## config.mk

```make
export PLATFORM = sky130hd
export DESIGN_NAME = matrix_wb_sequencer
export DESIGN_NICKNAME = d
export VERILOG_FILES = /design/src/rtl/matrix_wb_sequencer.sv
export SDC_FILE = /design/constraint.sdc
export NUM_CORES = 1
export LEC_CHECK = 0
export CAP_MARGIN = 20
export CORE_MARGIN = 8
export CORE_UTILIZATION = 30
export CTS_BUF_LIST = sky130_fd_sc_hd__clkbuf_16
export DETAILED_ROUTE_END_ITERATION = 6
export PLACE_DENSITY = 0.54
export REMOVE_ABC_BUFFERS = 1
export SLEW_MARGIN = 20
export SYNTH_ARGS = -nofsm -noshare
export SYNTH_HDL_FRONTEND = slang
export SYNTH_SLANG_ARGS = --single-unit
```

## constraint.sdc

```tcl
create_clock -name clk -period 4.2 [get_ports clk]
set_input_delay 0.42 -clock clk [delete_from_list [all_inputs] [get_ports clk]]
set_output_delay 0.42 -clock clk [all_outputs]
set_load 0.01 [all_outputs]
```

## src/rtl/matrix_wb_sequencer.sv

```systemverilog
// Arbitrates the scalar register-file write port between WB-stage scalar writes
// and serialised 128-bit matrix results; scalar writes always win.
module matrix_wb_sequencer #(
  parameter int DATA_W     = 32,
  parameter int ADDR_W     = 5,
  parameter int WORDS      = 4,
  parameter int STARVE_MAX = 3
) (
  input  logic                     clk,
  input  logic                     rst_n,
  input  logic                     s_wen,
  input  logic [ADDR_W-1:0]        s_waddr,
  input  logic [DATA_W-1:0]        s_wdata,
  input  logic                     m_valid,
  output logic                     m_ready,
  input  logic [ADDR_W-1:0]        m_rd,
  input  logic [WORDS*DATA_W-1:0]  m_data,
  output logic                     rf_wen,
  output logic [ADDR_W-1:0]        rf_waddr,
  output logic [DATA_W-1:0]        rf_wdata,
  output logic                     busy,
  output logic [ADDR_W-1:0]        busy_rd,
  output logic                     stall_o,
  output logic                     done
);
  localparam int MAT_W = WORDS * DATA_W;
  localparam int CNT_W = (WORDS > 1) ? $clog2(WORDS) : 1;

  typedef enum logic {IDLE, DRAIN} state_t;

  state_t             state;
  logic [CNT_W-1:0]   cnt;
  logic [3:0]         starve;
  logic [MAT_W-1:0]   mat;
  logic [DATA_W-1:0]  cur_word;
  logic [ADDR_W-1:0]  cur_addr;
  logic [3:0]         starve_inc;
  logic               last;

  assign m_ready    = (state == IDLE);
  assign cur_word   = mat[cnt*DATA_W +: DATA_W];
  // Address wraps naturally at 2^ADDR_W.
  assign cur_addr   = busy_rd + ADDR_W'(cnt);
  assign last       = (cnt == CNT_W'(WORDS-1));
  assign starve_inc = (starve == 4'hF) ? starve : starve + 4'd1;

  always_ff @(posedge clk or negedge rst_n) begin
    if (!rst_n) begin
      state    <= IDLE;
      cnt      <= '0;
      starve   <= '0;
      mat      <= '0;
      rf_wen   <= 1'b0;
      rf_waddr <= '0;
      rf_wdata <= '0;
      busy     <= 1'b0;
      busy_rd  <= '0;
      stall_o  <= 1'b0;
      done     <= 1'b0;
    end else begin
      done <= 1'b0;
      if (s_wen) begin
        rf_wen   <= 1'b1;
        rf_waddr <= s_waddr;
        rf_wdata <= s_wdata;
      end else if (state == DRAIN) begin
        // x0 slot is consumed but never written
        rf_wen   <= (cur_addr != '0);
        rf_waddr <= cur_addr;
        rf_wdata <= cur_word;
      end else begin
        rf_wen   <= 1'b0;
      end

      case (state)
        IDLE: begin
          if (m_valid) begin
            mat     <= m_data;
            busy_rd <= m_rd;
            cnt     <= '0;
            starve  <= '0;
            stall_o <= 1'b0;
            busy    <= 1'b1;
            state   <= DRAIN;
          end
        end
        DRAIN: begin
          if (s_wen) begin
            starve  <= starve_inc;
            stall_o <= (starve_inc >= 4'(STARVE_MAX));
          end else begin
            cnt     <= cnt + CNT_W'(1);
            starve  <= '0;
            stall_o <= 1'b0;
            if (last) begin
              done  <= 1'b1;
              busy  <= 1'b0;
              state <= IDLE;
            end
          end
        end
        default: state <= IDLE;
      endcase
    end
  end
endmodule

```

==> impl_metrics.json <==
{
  "grt_pass1_vias": 5832,
  "r2r_start": "state",
  "required_ns": 3.78,
  "relSlewSlack_pct": 36.6,
  "ios": 221,
  "leakagePower_nw": 4.64,
  "critical_path.cell_chain": "buf_4 -> inv_2 -> clkdlybuf4s50_1",
  "synth_top_cell_area_share_pct": 54.3,
  "final_area_um2": 11300,
  "fmaxAchievable_ghz": 0.427,
  "drc": 0,
  "syn2layout_area_growth_pct": 36.0,
  "synthCells": 592,
  "avgSynthCellArea_um2": 14.1,
  "drive_gt1_share_pct": 25.3,
  "yosysTopAreaCell": "dfrtp_1",
  "critPathMaxStageDelay_ns": 0.53,
  "rsz0062_at_grt": "false",
  "vias_per_cell": 4.48,
  "ctsResizeCount": 0,
  "synth_area_um2": 8330,
  "clock-skew-final_ns": 0.00953,
  "portBuffers": 220,
  "finalSetupViolCount": 0,
  "yosys-top-cells-area": "dfrtp_1 (54%), mux2_2 (13%), mux4_2 (7.6%)",
  "hold_path_class": "primary input to async pin",
  "critPathCaptureType": "output port",
  "rr_worst_depth": 6,
  "post_drt_wl_per_cell_um": 18.5,
  "dieArea_um2": 33400,
  "crit_end": "m_ready",
  "clk_pin_slew_ns": 0.07,
  "hold_viol": 0,
  "p_per_area_nw_per_um2": 694,
  "insertion_delay_ns": 0.42,
  "grt_util_all_layers_pct": 13.3,
  "wl_um": 22000,
  "drv_slew": 0,
  "grt_pass1_wl_um": 34800,
  "status": "completed",
  "ant_nets": 0,
  "overflow": 0,
  "critPathBufInv": 3,
  "tns_ns": 0,
  "worstMarginPinSlew_ns": 0.952,
  "vias": 5326,
  "ir_worst_vdd_mv": 0.270,
  "async_flop_share_pct": 100,
  "ys_seq_elements": 181,
  "cp_num_cells": 3,
  "maxCapViolCount": 0,
  "synth_edf_count": 0,
  "placed_cells": 1156,
  "critPathMaxFanout": 43,
  "start_util_pct": 30.2,
  "ys_warn_count": 0,
  "yosys.cell_types.count": 39,
  "rows": 61,
  "fp.dieW_um": 183,
  "gp_congestion": 0.699,
  "core_area_um2": 27600,
  "cp_slowest_cell": "buf_4",
  "drt_first_pass_iters": 4,
  "antenna_found_initial": 2,
  "cts_tree": "built",
  "cts_setup_buffers": 0,
  "critPathArrivalTime_ns": 1.92,
  "finalCritPeriodShare_pct": 55.8,
  "clockRootBuffer": "clkbuf_16",
  "synth_ff_type": "dfrtp_1",
  "drt_iter0_drc": 205,
  "hold_slack_ns": 0.0453,
  "cts_hold_buf": 0,
  "r2r_end": "rf_waddr[2]",
  "crit_family": "buffers and inverters",
  "htree_levels": 4,
  "nFillCells": 2611,
  "grt_max_degree": 93,
  "r2r_slack_ns": 2.26,
  "finalCriticalPeriod_ns": 2.34,
  "die_h_um": 183,
  "yosysSeqAreaShare_pct": 54.3,
  "startpoint": "state",
  "hpwl_um": 14700,
  "finalNonFillerCells": 1189,
  "place_area_um2": 10800,
  "final_net_count": 976,
  "numClockSinks": 181,
  "startpoint_type": "register",
  "cts_buffers": 17,
  "critPathKind": "register to output port",
  "cts_max_path_buffers": 2
}
synthesized netlist by cell type (all sizes together), types with 2 or more instances:
library cell  number
nand2             45
mux4              32
nor2               6
clkbuf             9
xnor2              2
dfrtp            181
inv                6
nor2b             36
a21oi             73
nand3              2
mux2             132
mux2i              2
o31ai              2
buf               33
ha                 4
o21ai             11
stage by stage:
step | total power [mW] | utilization, % | setup slack, ns
detailed placement | 6.35 | 39.0 | 1.67
global route | 8.43 | 41.1 | 1.73
floorplan | 5.12 | - | 0.472
finish | 7.87 | 41.1 | 1.86
CTS | 8.01 | 41.1 | 1.79
global placement | 6.30 | 39.0 | 1.70
area by class of cell:
class,count,area [um2],share of cell area (%)
inverters,6,22.5,0.199
clock buffers,17,425,3.75
multi-input cells,363,3440,30.3
clock inverters,15,155,1.37
flip-flops and latches,181,4530,40.0
repair buffers,228,2290,20.2
diodes,1,2.50,0.0221
well taps,378,473,4.17
report_power, final:
group / internal, mW / total (mW) / switching, mW
sequential: 2.60 / 3.05 / 0.447
combinational: 1.95 / 3.20 / 1.25
clock: 0.883 / 1.62 / 0.738
flip-flops by register name, summed over array words and instances, names as in the netlist:
| name | cells |
|---|---|
| mat | 128 |
| rf_wdata | 32 |
| busy_rd | 5 |
| rf_waddr | 5 |
| starve | 4 |
| cnt | 2 |
| busy | 1 |
| done | 1 |
| rf_wen | 1 |
| stall_o | 1 |
| state | 1 |
kinds of logic after synthesis:
group                    Yosys count  synth area share (%)
multiplexers                     166                  28.5
AND/OR/NAND/NOR                   96                  5.75
flip-flops                       181                  54.3
AO/OA/AOI/OAI                     93                  5.89
adder cells (fa/ha/maj)            5                 0.841
XOR/XNOR                           3                 0.315
buffers and inverters             48                  4.38
cells in the final DEF (no fill, tap or decap), types with 2 or more instances in the layout:
cell	netlist	layout
nor2_1	6	6
mux2_4	35	35
o31ai_1	2	2
nor2b_1	35	35
buf_12	6	2
inv_1	6	8
mux2i_1	2	2
bufinv_16	0	2
a21oi_1	73	73
inv_6	0	4
dfrtp_2	0	3
buf_4	10	6
clkinv_4	0	3
ha_1	4	4
nand3_1	2	2
clkdlybuf4s50_1	0	218
nand2_1	45	45
dfrtp_1	181	178
clkbuf_16	0	17
clkinvlp_4	0	3
o21ai_0	11	11
xnor2_1	2	2
mux4_1	4	4
mux2_2	97	97
mux4_2	28	28
worst min-delay path by stage:
stage / to / slack, ns / depth (start not counted) / start
2_1_floorplan: busy / 0.12 / 0 / rst_n
3_3_place_gp: mat[127] / 0.48 / 1 / mat[127]
3_5_place_dp: mat[119] / 0.49 / 1 / mat[119]
4_1_cts: mat[102] / 0.08 / 1 / rst_n
5_1_grt: mat[102] / 0.09 / 1 / rst_n
6_report: mat[102] / 0.05 / 1 / rst_n
per-layer routing:
layer  wire length [um]  GRT usage, %
met3               1390          4.67
met4                238          3.21
met2              10300          20.6
met5                  8             0
met1              10100          17.6
Note: power is estimated with default switching activity, not from simulation.
